[src/rtl/bound_flasher_pkg.sv]
// Shared state encoding and helpers for the bound flasher.
// Optional blink tail is enabled by BOUND_FLASHER_BLINK_EN.
package bound_flasher_pkg;

   localparam int STATE_W = 3;

   typedef enum logic [STATE_W-1:0] {
      ST_INIT   = 3'd0,
      ST_ON_B0  = 3'd1,
      ST_OFF_0A = 3'd2,
      ST_ON_B1  = 3'd3,
      ST_OFF_B0 = 3'd4,
      ST_ON_MAX = 3'd5,
      ST_OFF_0B = 3'd6,
      ST_BLINK  = 3'd7
   } state_e;

   function automatic int cnt_w(input int n);
      return (n > 1) ? $clog2(n) : 1;
   endfunction

endpackage

[src/rtl/bound_flasher_blink_timer.sv]
// Half-period and pulse counters for the end-of-cycle blink.
// Only instantiated when BOUND_FLASHER_BLINK_EN is defined.
module bound_flasher_blink_timer
   import bound_flasher_pkg::*;
#(
   parameter int BLINK_HALF = 2,
   parameter int BLINK_NUM  = 3
)(
   input  logic clk,
   input  logic rst,
   input  logic i_en,
   output logic o_phase_on,
   output logic o_done
);

   localparam int HW = cnt_w(BLINK_HALF);
   localparam int PW = cnt_w(BLINK_NUM);

   logic [HW-1:0] r_half;
   logic          r_off;
   logic [PW-1:0] r_pulse;
   logic          w_half_end;

   assign w_half_end = (r_half == HW'(BLINK_HALF - 1));

   // Counters idle at zero so every blink starts on an all-on half.
   always_ff @(posedge clk) begin
      if (rst || !i_en) begin
         r_half  <= '0;
         r_off   <= 1'b0;
         r_pulse <= '0;
      end else if (w_half_end) begin
         r_half <= '0;
         r_off  <= ~r_off;
         if (r_off) r_pulse <= r_pulse + PW'(1);
      end else begin
         r_half <= r_half + HW'(1);
      end
   end

   assign o_phase_on = ~r_off;
   assign o_done     = r_off & w_half_end &
                       (r_pulse == PW'(BLINK_NUM - 1));

endmodule

[src/rtl/bound_flasher_lamp_ctrl.sv]
// Next-state and thermometer lamp datapath of the bound flasher.
// Define BOUND_FLASHER_BLINK_EN to add the end-of-cycle blink state.
module bound_flasher_lamp_ctrl
   import bound_flasher_pkg::*;
#(
   parameter int LAMP_W = 16,
   parameter int BOUND0 = 5,
   parameter int BOUND1 = 10
`ifdef BOUND_FLASHER_BLINK_EN
   ,
   parameter int BLINK_HALF = 2,
   parameter int BLINK_NUM  = 3
`endif
)(
   input  logic                clk,
   input  logic                rst,
   input  logic                flick,
   input  logic [STATE_W-1:0]  main_state,
   output logic [STATE_W-1:0]  main_state_n,
   output logic [LAMP_W-1:0]   lamp
);

   logic [LAMP_W-1:0] r_lamp;
   logic [LAMP_W-1:0] w_lamp_n;
   logic [LAMP_W-1:0] w_on;
   logic [LAMP_W-1:0] w_off;
   logic              w_kick0;
   logic              w_kick1;
   state_e            w_ns;

   assign w_on  = {r_lamp[LAMP_W-2:0], 1'b1};
   assign w_off = {1'b0, r_lamp[LAMP_W-1:1]};

   // True in the cycle whose ON step would light the bound lamp.
   assign w_kick0 = flick & ~r_lamp[BOUND0] & r_lamp[BOUND0-1];
   assign w_kick1 = flick & ~r_lamp[BOUND1] & r_lamp[BOUND1-1];

`ifdef BOUND_FLASHER_BLINK_EN
   logic w_blink_on;
   logic w_blink_done;

   bound_flasher_blink_timer #(
      .BLINK_HALF (BLINK_HALF),
      .BLINK_NUM  (BLINK_NUM)
   ) u_blink (
      .clk        (clk),
      .rst        (rst),
      .i_en       (main_state == ST_BLINK),
      .o_phase_on (w_blink_on),
      .o_done     (w_blink_done)
   );
`endif

   always_comb begin
      w_ns     = ST_INIT;
      w_lamp_n = '0;
      case (main_state)
         ST_INIT: begin
            w_ns = flick ? ST_ON_B0 : ST_INIT;
         end
         ST_ON_B0: begin
            w_lamp_n = w_on;
            w_ns     = r_lamp[BOUND0-1] ? ST_OFF_0A : ST_ON_B0;
         end
         ST_OFF_0A: begin
            w_lamp_n = w_off;
            w_ns     = r_lamp[1] ? ST_OFF_0A : ST_ON_B1;
         end
         ST_ON_B1: begin
            if (w_kick0) begin
               w_lamp_n = r_lamp;
               w_ns     = ST_OFF_0A;
            end else begin
               w_lamp_n = w_on;
               w_ns     = r_lamp[BOUND1-1] ? ST_OFF_B0 : ST_ON_B1;
            end
         end
         ST_OFF_B0: begin
            w_lamp_n = w_off;
            w_ns     = r_lamp[BOUND0+1] ? ST_OFF_B0 : ST_ON_MAX;
         end
         ST_ON_MAX: begin
            if (w_kick1) begin
               w_lamp_n = r_lamp;
               w_ns     = ST_OFF_B0;
            end else begin
               w_lamp_n = w_on;
               w_ns     = r_lamp[LAMP_W-2] ? ST_OFF_0B : ST_ON_MAX;
            end
         end
         ST_OFF_0B: begin
            w_lamp_n = w_off;
`ifdef BOUND_FLASHER_BLINK_EN
            w_ns     = r_lamp[1] ? ST_OFF_0B : ST_BLINK;
`else
            w_ns     = r_lamp[1] ? ST_OFF_0B : ST_INIT;
`endif
         end
`ifdef BOUND_FLASHER_BLINK_EN
         ST_BLINK: begin
            w_lamp_n = w_blink_on ? '1 : '0;
            w_ns     = w_blink_done ? ST_INIT : ST_BLINK;
         end
`endif
         default: begin
            w_ns     = ST_INIT;
            w_lamp_n = '0;
         end
      endcase
      if (rst) w_ns = ST_INIT;
   end

   always_ff @(posedge clk) begin
      if (rst) r_lamp <= '0;
      else     r_lamp <= w_lamp_n;
   end

   assign main_state_n = w_ns;
   assign lamp         = r_lamp;

endmodule
[config.mk]
export PLATFORM = sky130hd
export DESIGN_NAME = bound_flasher_lamp_ctrl
export DESIGN_NICKNAME = d
export VERILOG_FILES = /design/src/rtl/bound_flasher_pkg.sv /design/src/rtl/bound_flasher_blink_timer.sv /design/src/rtl/bound_flasher_lamp_ctrl.sv
export SDC_FILE = /design/constraint.sdc
export NUM_CORES = 1
export LEC_CHECK = 0
export CAP_MARGIN = 5
export CORE_MARGIN = 1
export CORE_UTILIZATION = 40
export CTS_CLUSTER_SIZE = 8
export DETAILED_ROUTE_END_ITERATION = 6
export GPL_ROUTABILITY_DRIVEN = 1
export HOLD_SLACK_MARGIN = 0.05
export PLACE_DENSITY = 0.76
export SETUP_SLACK_MARGIN = 0.15
export SYNTH_ARGS = -nofsm -noshare
export SYNTH_HDL_FRONTEND = slang
export SYNTH_SLANG_ARGS = --single-unit
export TNS_END_PERCENT = 1
[constraint.sdc]
create_clock -name clk -period 1.6 [get_ports clk]
set_input_delay 0.4 -clock clk [delete_from_list [all_inputs] [get_ports clk]]
set_output_delay 0.4 -clock clk [all_outputs]
set_load 0.01 [all_outputs]
**After elaboration in Yosys (flattened, before gate mapping)**

Index checks and enable logic that the tools add are counted.

- Register bits after elaboration: 16
- Input bits: 6
- Logic and storage cells: 32

- Equal/unequal tests: 8
- Mux-type cells: 14
- Bitwise gates (word level): 6
- Reduce and logical (&&, ||, !) cells: 3

Operator list:

| kind | count |
|---|---|
| one-hot mux 16 bit (4 select lines) | 1 |
| two-way mux 16 bit | 2 |
| one-hot mux 3 bit (7 select lines) | 1 |
| two-way mux 3 bit | 4 |
| == test 3 bit, second input constant | 3 |
| == test 3 x 2 -> 1 bit, second input constant | 2 |
| two-way mux 2 bit | 3 |
| bitwise AND 1 bit | 4 |
| != test 2 bit, second input constant | 2 |
| == test 3 x 1 -> 1 bit, second input constant | 1 |
| logical NOT 3 bit | 1 |
| two-way mux 1 bit | 3 |
| OR reduction 3 bit | 1 |
| inverter 1 bit | 2 |
| AND reduction 2 bit | 1 |

**Logic depth before layout (Yosys ltp)**

Gate-level depths: netlist of run 1.

- Depth after elaboration: 6
- Mapped depth: 6
- Depth with buffers taken out: 4

**Worst setup path before layout of run 1**

OpenSTA, ideal clock, no wires.

- Path type: input to output
- Start point: in main_state[2]
- End point: out main_state_n[0]
- Arrival time: 1.339 ns
- Required time: 1.200 ns
- Path slack: -0.139 ns
- Cell stages on the path: 5
- Path buffers: 2
- Cell sequence: buf_4 nor2_1 buf_4 a22oi_1 o22ai_1

- Word-level cells in the longest chain between the ends: 3
- Elaborated cells between the ends (all ways): 9

Ends and longest elaborated chain:

| item | line | RTL |
|---|---|---|
| start, declared | bound_flasher_lamp_ctrl.sv:18 | `input logic [STATE_W-1:0] main_state,` |
| == test 3 bit, or another cell as far along | bound_flasher_lamp_ctrl.sv:57 | `case (main_state)` |
| one-hot mux 3 bit (7 select lines) * | bound_flasher_lamp_ctrl.sv:57 |  |
| two-way mux 3 bit * | bound_flasher_lamp_ctrl.sv:110 | `if (rst) w_ns = ST_INIT;` |
| end, declared | bound_flasher_lamp_ctrl.sv:19 | `output logic [STATE_W-1:0] main_state_n,` |

Every way passes the cells marked *; elsewhere a longest branch is shown, timed or not.

**Worst setup path in the final report of run 1**

- Start point: reg r_lamp[9], in the netlist lamp[9]
- End point: out main_state_n[0]

- Word-level cells in the longest chain between the ends: 4
- Elaborated cells between the ends (all ways): 6

Ends and longest elaborated chain:

| item | line | RTL |
|---|---|---|
| start, declared | bound_flasher_lamp_ctrl.sv:23 | `logic [LAMP_W-1:0] r_lamp;` |
| start signal, assigned | bound_flasher_lamp_ctrl.sv:115 | `else r_lamp <= w_lamp_n;` |
| bitwise AND 1 bit / two-way mux 3 bit (equally long branches) | bound_flasher_lamp_ctrl.sv:36, bound_flasher_lamp_ctrl.sv:75 |  |
| two-way mux 2 bit / two-way mux 3 bit (equally long branches) | bound_flasher_lamp_ctrl.sv:83, bound_flasher_lamp_ctrl.sv:70 |  |
| one-hot mux 3 bit (7 select lines) * | bound_flasher_lamp_ctrl.sv:57 |  |
| two-way mux 3 bit * | bound_flasher_lamp_ctrl.sv:110 |  |

Marks and branches as above.

==> flow_summary.toml, run 1 <==
[worst_setup_path]
cp_slowest_stage_delay_ns = 0.34
crit_path_top_delay_cell = "dfxtp_2"
end_kind = "output port"
worst-endpoint-required_ns = 1.20
r2r-end = "lamp[11]$_SDFFE_PP0P_"
r2r-start = "lamp[10]$_SDFFE_PP0P_"
cp-start-kind = "flip-flop"
rrSetupSlack_ns = 0.09
crit_fanout = 3
r2r.worst_path.cells = 7
critPathKind = "flip-flop to output port"
crit_chain = "buf_4 -> a21oi_2 -> and3_1 -> a22oi_2 -> o22ai_2 -> buf_2"
cp.arrival_ns = 1.38

[route]
wl_per_cell_um = 14.17
dr.pass1.iters = 4
vias_per_cell = 5.617
num_vias = 1129
drt-initial-drc-count = 24
drc_errors = 0
drt.antenna.violating_nets = 0
wl_um = 2849

[sta]
hold_viol = 0
rsz0062_at_grt = "yes"
finClkSkew_ns = 0.002950
slew_viol_final = 0
setup_ws_ns = -0.1756
fmax_ghz = 0.5632
period_needed_ns = 1.776
tightest_slew_ns = 0.2706
setup_viol = 3
period_share = 1.110
relSlewSlack = 0.8196

[run]
drv_cap = 0

[hold_path]
worstHoldPathType = "flip-flop to flip-flop"
min_path_cells = 2
hp-start = "lamp[8]$_SDFFE_PP0P_"
whs_endpoint = "lamp[8]$_SDFFE_PP0P_"

[yosys]
synthArstFlopShare = 0
synth.top_cell.area_share = 0.3137
netlist_top_cells_area = "dfxtp_1 (31%), nor3b_1 (10%), a211oi_1 (9.6%), a31oi_1 (8.6%), nor2_1 (7.7%)"
synthCells = 126
synth-xor-area-share = 0
synth_compound_area_frac = 0.2770
syn_area_um2 = 1021
synth.distinct_cells = 30
yosys.area_share.simple = 0.3051
muxShareOfSynthArea = 0.009804
yosys_warnings = 0
synth_adder_area_share = 0
ys_ff_latch = 16
yosysTopAreaCell = "dfxtp_1"
synth_top_family_by_area = "simple AND/OR/NAND/NOR gates"
synth_flop_cell = "dfxtp_1"
syn-num-nets = 132
synth_edf_count = 0
avgSynthCellArea_um2 = 8.103
seq_area_frac_synth = 0.3137

[final_layout]
fin_cells = 201
multi_input_area_um2 = 680.7
drive_above_1_share = 0.4277
finish.net_count = 180
regArea_um2 = 334.1
diodes = 0
largest_reg_flops = 16
nFillCells = 209
area_growth_pct = 52.08

[global_route]
grt_pass1_wl_um = 4712
grt_usage = 0.2332
grt_pass1_vias = 1018
gr-total-overflow = 0
grt_max_degree = 30
antenna_found_initial = 0

[pwr]
swShare = 0.2549
peakVddDrop_uv = 596.3
total_power_uw = 801.8
combPwrFrac = 0.165
switchingPower_uw = 204.3
p_leak_nw = 0.7261
power_frac_seq = 0.500
p_clk_frac = 0.335
powerDensity_nw_per_um2 = 516.4
power.internal_uw = 597.5

[clock_network]
clk_latency_ns = 0.28
cts_max_path_buffers = 2
cts_buffers = 3
clk_pin_slew_ns = 0.10
cts.sinks = 16
cts_root_buf = "clkbuf_4"
postCtsHoldBufs = 0
h-tree-depth = 1
cts_tree = "done"

[floorplanning]
die_h_um = 52.52
design.core.area_um2 = 2318
die_w_um = 52.52
initial_core_util = 0.4404
core.rowCount = 17
dieArea_um2 = 2758
io_pins = 25

[place]
dp_hpwl_um = 2011
place.gp.congestion = 0.9271
port_buffers = 24
pre_cts_ws_ns = -0.9207
dp_cells = 194

[outcome]
violations = "negative setup slack"
status = "finished, violations left"
[synth_stat cells (2+ instances only)]
library cell	number
nor2_1	21
a211oi_1	13
nand2b_1	5
and3b_1	3
nor3b_1	14
buf_4	2
dfxtp_1	16
a21oi_1	4
nor2b_1	2
clkbuf_1	4
buf_6	4
buf_2	2
a31oi_1	14
nand2_1	6
[power groups by stage]
stage | Combinational, mW | Sequential [mW] | Clock (mW)
floorplan | 0.0715 | 0.413 | 0
global placement | 0.127 | 0.411 | 0
detailed placement | 0.130 | 0.411 | 0
CTS | 0.126 | 0.401 | 0.274
global route | 0.143 | 0.402 | 0.291
finish | 0.132 | 0.401 | 0.269
[layout make-up]
cell class / count / share of cell area
timing repair buffer: 56 / 0.2957
clock buffer: 4 / 0.02337
tap: 28 / 0.02256
sequential: 16 / 0.2151
multi-input combinational: 95 / 0.4384
inverter: 2 / 0.004835
[cell families (layout without fill, tap and decap cells)]
kind of cell / count (synthesis) / count (layout)
and+or+nand+nor: 56 / 56
AOI/OAI and AO/OA: 38 / 38
DFF: 16 / 16
buffers and inverters: 15 / 62
muxes: 1 / 1
[worst max-delay path by stage]
stage	from	end	slack, ns	depth (start not counted)
global placement	main_state[0]	main_state_n[1]	-0.87	6
finish	lamp[9]$_SDFFE_PP0P_	main_state_n[0]	-0.18	6
CTS	lamp[10]$_SDFFE_PP0P_	main_state_n[1]	-0.23	5
floorplan	main_state[2]	main_state_n[1]	0.0001	5
global route	lamp[9]$_SDFFE_PP0P_	main_state_n[0]	-0.25	6
detailed placement	main_state[0]	main_state_n[1]	-0.92	6
[cells in the final DEF, fill, tap and decap left out, types with 2 or more instances in the layout]
cell type,instances
dlygate4sd2_1,10
a211oi_2,4
buf_2,6
clkbuf_4,3
nand2b_4,2
buf_6,2
a31oi_1,14
a21oi_2,2
dfxtp_1,7
nor2_1,20
dfxtp_2,8
buf_4,29
a21oi_1,2
clkdlybuf4s15_1,7
nand2b_1,3
nor3b_1,14
a211oi_1,9
and3b_2,3
nand2_1,5
[critical path: cells and delay by family (launching register included)]
family / cells / cell delay [ns]
DFF: 1 / 0.34
and+or+nand+nor: 1 / 0.18
AOI/OAI and AO/OA: 3 / 0.29
buffers and inverters: 2 / 0.27
[layer usage]
metal	vias up	share of wire	track usage
li1	560	-	-
met1	533	0.47	0.3043
met2	32	0.48	0.3797
met3	4	0.041	0.05217
met4	0	0.010	0.07018
met5	-	0	0
[metrics by stage]
stage	setup TNS (ns)	hold WS [ns]	instance area (µm²)	util
after floorplan	0	0.4967	1045	-
after global placement	-10.11	0.4646	1448	0.6244
after detailed placement	-10.58	0.4928	1448	0.6244
after CTS	-0.4714	0.5096	1503	0.6481
after global routing	-0.6496	0.5437	1553	0.6697
final	-0.4132	0.5131	1553	0.6697
[repair_timing]
action | in CTS | in global routing
endpoints found under the hold margin | 0 | 0
pin swaps | 7 | 14
gates resized for setup | 64 | 13
setup buffers | 2 | 1
setup endpoints to repair | 35 | 23
(Power assumes the default switching activity.)
==> inputs of run 2 (changes only) <==
--- a/config.mk
+++ b/config.mk
@@ -5,6 +5,7 @@
 export SDC_FILE = /design/constraint.sdc
 export NUM_CORES = 1
 export LEC_CHECK = 0
+export ABC_AREA = 1
 export CAP_MARGIN = 5
 export CORE_MARGIN = 1
 export CORE_UTILIZATION = 40
==> flow_summary.toml, run 2 <==
[pwr]
peakVddDrop_uv = 369.5
p_leak_nw = 0.8003
powerDensity_nw_per_um2 = 475.8

[global_route]
gr-total-overflow = 0
grt_pass1_wl_um = 4705
antenna_found_initial = 0
grt_max_degree = 29
grt_usage = 0.2309
grt_pass1_vias = 1065

[yosys]
syn_area_um2 = 1041
synth_most_common_cell = "nand2_1"
yosys_warnings = 0
synthTopCellsByCount = "nand2_1 (42), nor2_1 (24), inv_1 (20)"
ys_ff_latch = 16
syn-num-nets = 169
synth.distinct_cells = 19
synth.top_cell.area_share = 0.3077
synth_edf_count = 0
avgSynthCellArea_um2 = 6.386
synthArstFlopShare = 0
synth_flop_cell = "dfxtp_1"
yosysTopAreaCell = "dfxtp_1"
synthCells = 163
netlist_top_cells_area = "dfxtp_1 (31%), nand2_1 (15%), nor2_1 (8.7%), o22ai_1 (7.8%), nand3_1 (7.7%)"
seq_area_frac_synth = 0.3077

[floorplanning]
design.core.area_um2 = 2477
dieArea_um2 = 2811
core.rowCount = 18
io_pins = 25
die_h_um = 53.02
die_w_um = 53.02
initial_core_util = 0.4202

[worst_setup_path]
critPathKind = "primary input to output port"
crit_path_top_delay_cell = "nor2_4"
end_kind = "output port"
crit_chain = "buf_2 -> buf_6 -> nor2_4 -> nand2_1 -> nand2_1 -> nor2_1 -> a21oi_2 -> buf_2"
worst-endpoint-required_ns = 1.20
cp-start-kind = "primary input"
cp_slowest_stage_delay_ns = 0.18
cp.arrival_ns = 1.30
crit_fanout = 5

[place]
port_buffers = 24
dpl-instance-area_um2 = 1521
place.gp.congestion = 0.8008
dp_hpwl_um = 2074

[final_layout]
multi_input_area_um2 = 656.9
finish.net_count = 228
regArea_um2 = 327.8
drive_above_1_share = 0.3955
largest_reg_flops = 16
design_area_um2 = 1624
final_cell_mix = "nand2_1 (40), buf_4 (33), nor2_1 (20)"
area_growth_pct = 56.01
nFillCells = 226
utilization = 0.6556
layout_commonest_cell = "nand2_1"
diodes = 0

[clock_network]
cts_root_buf = "clkbuf_4"
cts_tree = "done"
clk_pin_slew_ns = 0.09
clk_latency_ns = 0.29
cts_max_path_buffers = 2
h-tree-depth = 1
cts.sinks = 16
cts_buffers = 3

[sta]
slew_viol_final = 0
setup_tns_ns = -0.2137
rsz0062_at_grt = "yes"
setup_viol = 3
fmax_ghz = 0.5868
period_needed_ns = 1.704
period_share = 1.065
finClkSkew_ns = 0.002270
tightest_slew_ns = 0.2388
relSlewSlack = 0.8402
hold_slack_ns = 0.5048
hold_viol = 0
setup_ws_ns = -0.1042

[route]
wl_per_cell_um = 11.96
wl_um = 2991
drc_errors = 0
dr.pass1.iters = 4
drt.antenna.violating_nets = 0
num_vias = 1249
drt-initial-drc-count = 44
vias_per_cell = 4.996

[hold_path]
worstHoldPathType = "flip-flop to flip-flop"

[outcome]
violations = "negative setup slack"
status = "finished, violations left"

[run]
drv_cap = 0
## run 2: cell types whose count changed in the layout (fill, tap and decap cells not counted), moves of 5 or more
cell / previous run / this run
nand2_1: 5 / 40
a31oi_1: 14 / 1
nand3_2: 0 / 5
nor2_2: 1 / 12
o22ai_1: 0 / 13
inv_1: 1 / 19
nor3b_1: 14 / 0
a211oi_1: 9 / 0
nand3_1: 0 / 10
clkdlybuf4s15_1: 7 / 2
## run 2: final cells by class
cell class | instances | share of cell area
multi-input cells | 119 | 0.4045
clock buffers | 3 | 0.01387
flip-flops and latches | 16 | 0.2018
inverters | 22 | 0.05085
well taps | 30 | 0.02311
repair buffers | 60 | 0.3059
## run 2: cells by family after synthesis
| group | after synthesis | synth area share |
|---|---|---|
| AO/OA/AOI/OAI | 19 | 0.1082 |
| buffers and inverters | 28 | 0.1382 |
| flip-flops | 16 | 0.3077 |
| AND/OR/NAND/NOR | 100 | 0.4459 |
## run 2: where the power goes
group	leakage, nW	total, mW	internal (mW)	switching, mW
clock network	0.0138	0.216	0.0877	0.128
logic	0.654	0.155	0.0723	0.0831
registers	0.132	0.402	0.400	0.00163
## run 2: per-stage QoR
step           power (mW)  setup slack, ns  cells
2_1_floorplan      0.4806           0.1372    163
3_3_place_gp       0.5539          -0.8645    241
3_5_place_dp       0.5555          -0.9114    241
4_1_cts            0.7685         -0.06676    250
5_1_grt            0.8108          -0.1615    250
6_report           0.7728          -0.1042    250
## run 2: path summary, 6_finish.rpt
path                               from               endpoint  cells past startpoint  slack, ns
setup / recovery          main_state[2]        main_state_n[1]                      8      -0.10
hold / removal     lamp[0]$_SDFFE_PP0P_   lamp[0]$_SDFFE_PP0P_                      2       0.50
setup reg to reg  lamp[10]$_SDFFE_PP0P_  lamp[11]$_SDFFE_PP0P_                      9       0.37
hold reg to reg    lamp[0]$_SDFFE_PP0P_   lamp[0]$_SDFFE_PP0P_                      2       0.50
## run 2: metal layers
metal	vias to the layer above	global-route usage	share of wire
li1	634	-	-
met1	538	0.2845	0.44
met3	14	0.02299	0.057
met2	63	0.4008	0.47
met4	0	0.1009	0.034
met5	-	0	0
## run 2: timing repair
| item | in CTS | in global routing |
|---|---|---|
| hold buffers | 0 | 0 |
| pin swaps | 11 | 5 |
| setup endpoints to repair | 35 | 24 |
| resized for setup | 65 | 12 |
| setup buffers | 6 | 0 |
## run 2: critical path, delay by kind of cell
family	cells	cell delay (ns)
AND/OR/NAND/NOR	4	0.39
AO/OA/AOI/OAI	1	0.13
buffers and inverters	3	0.38
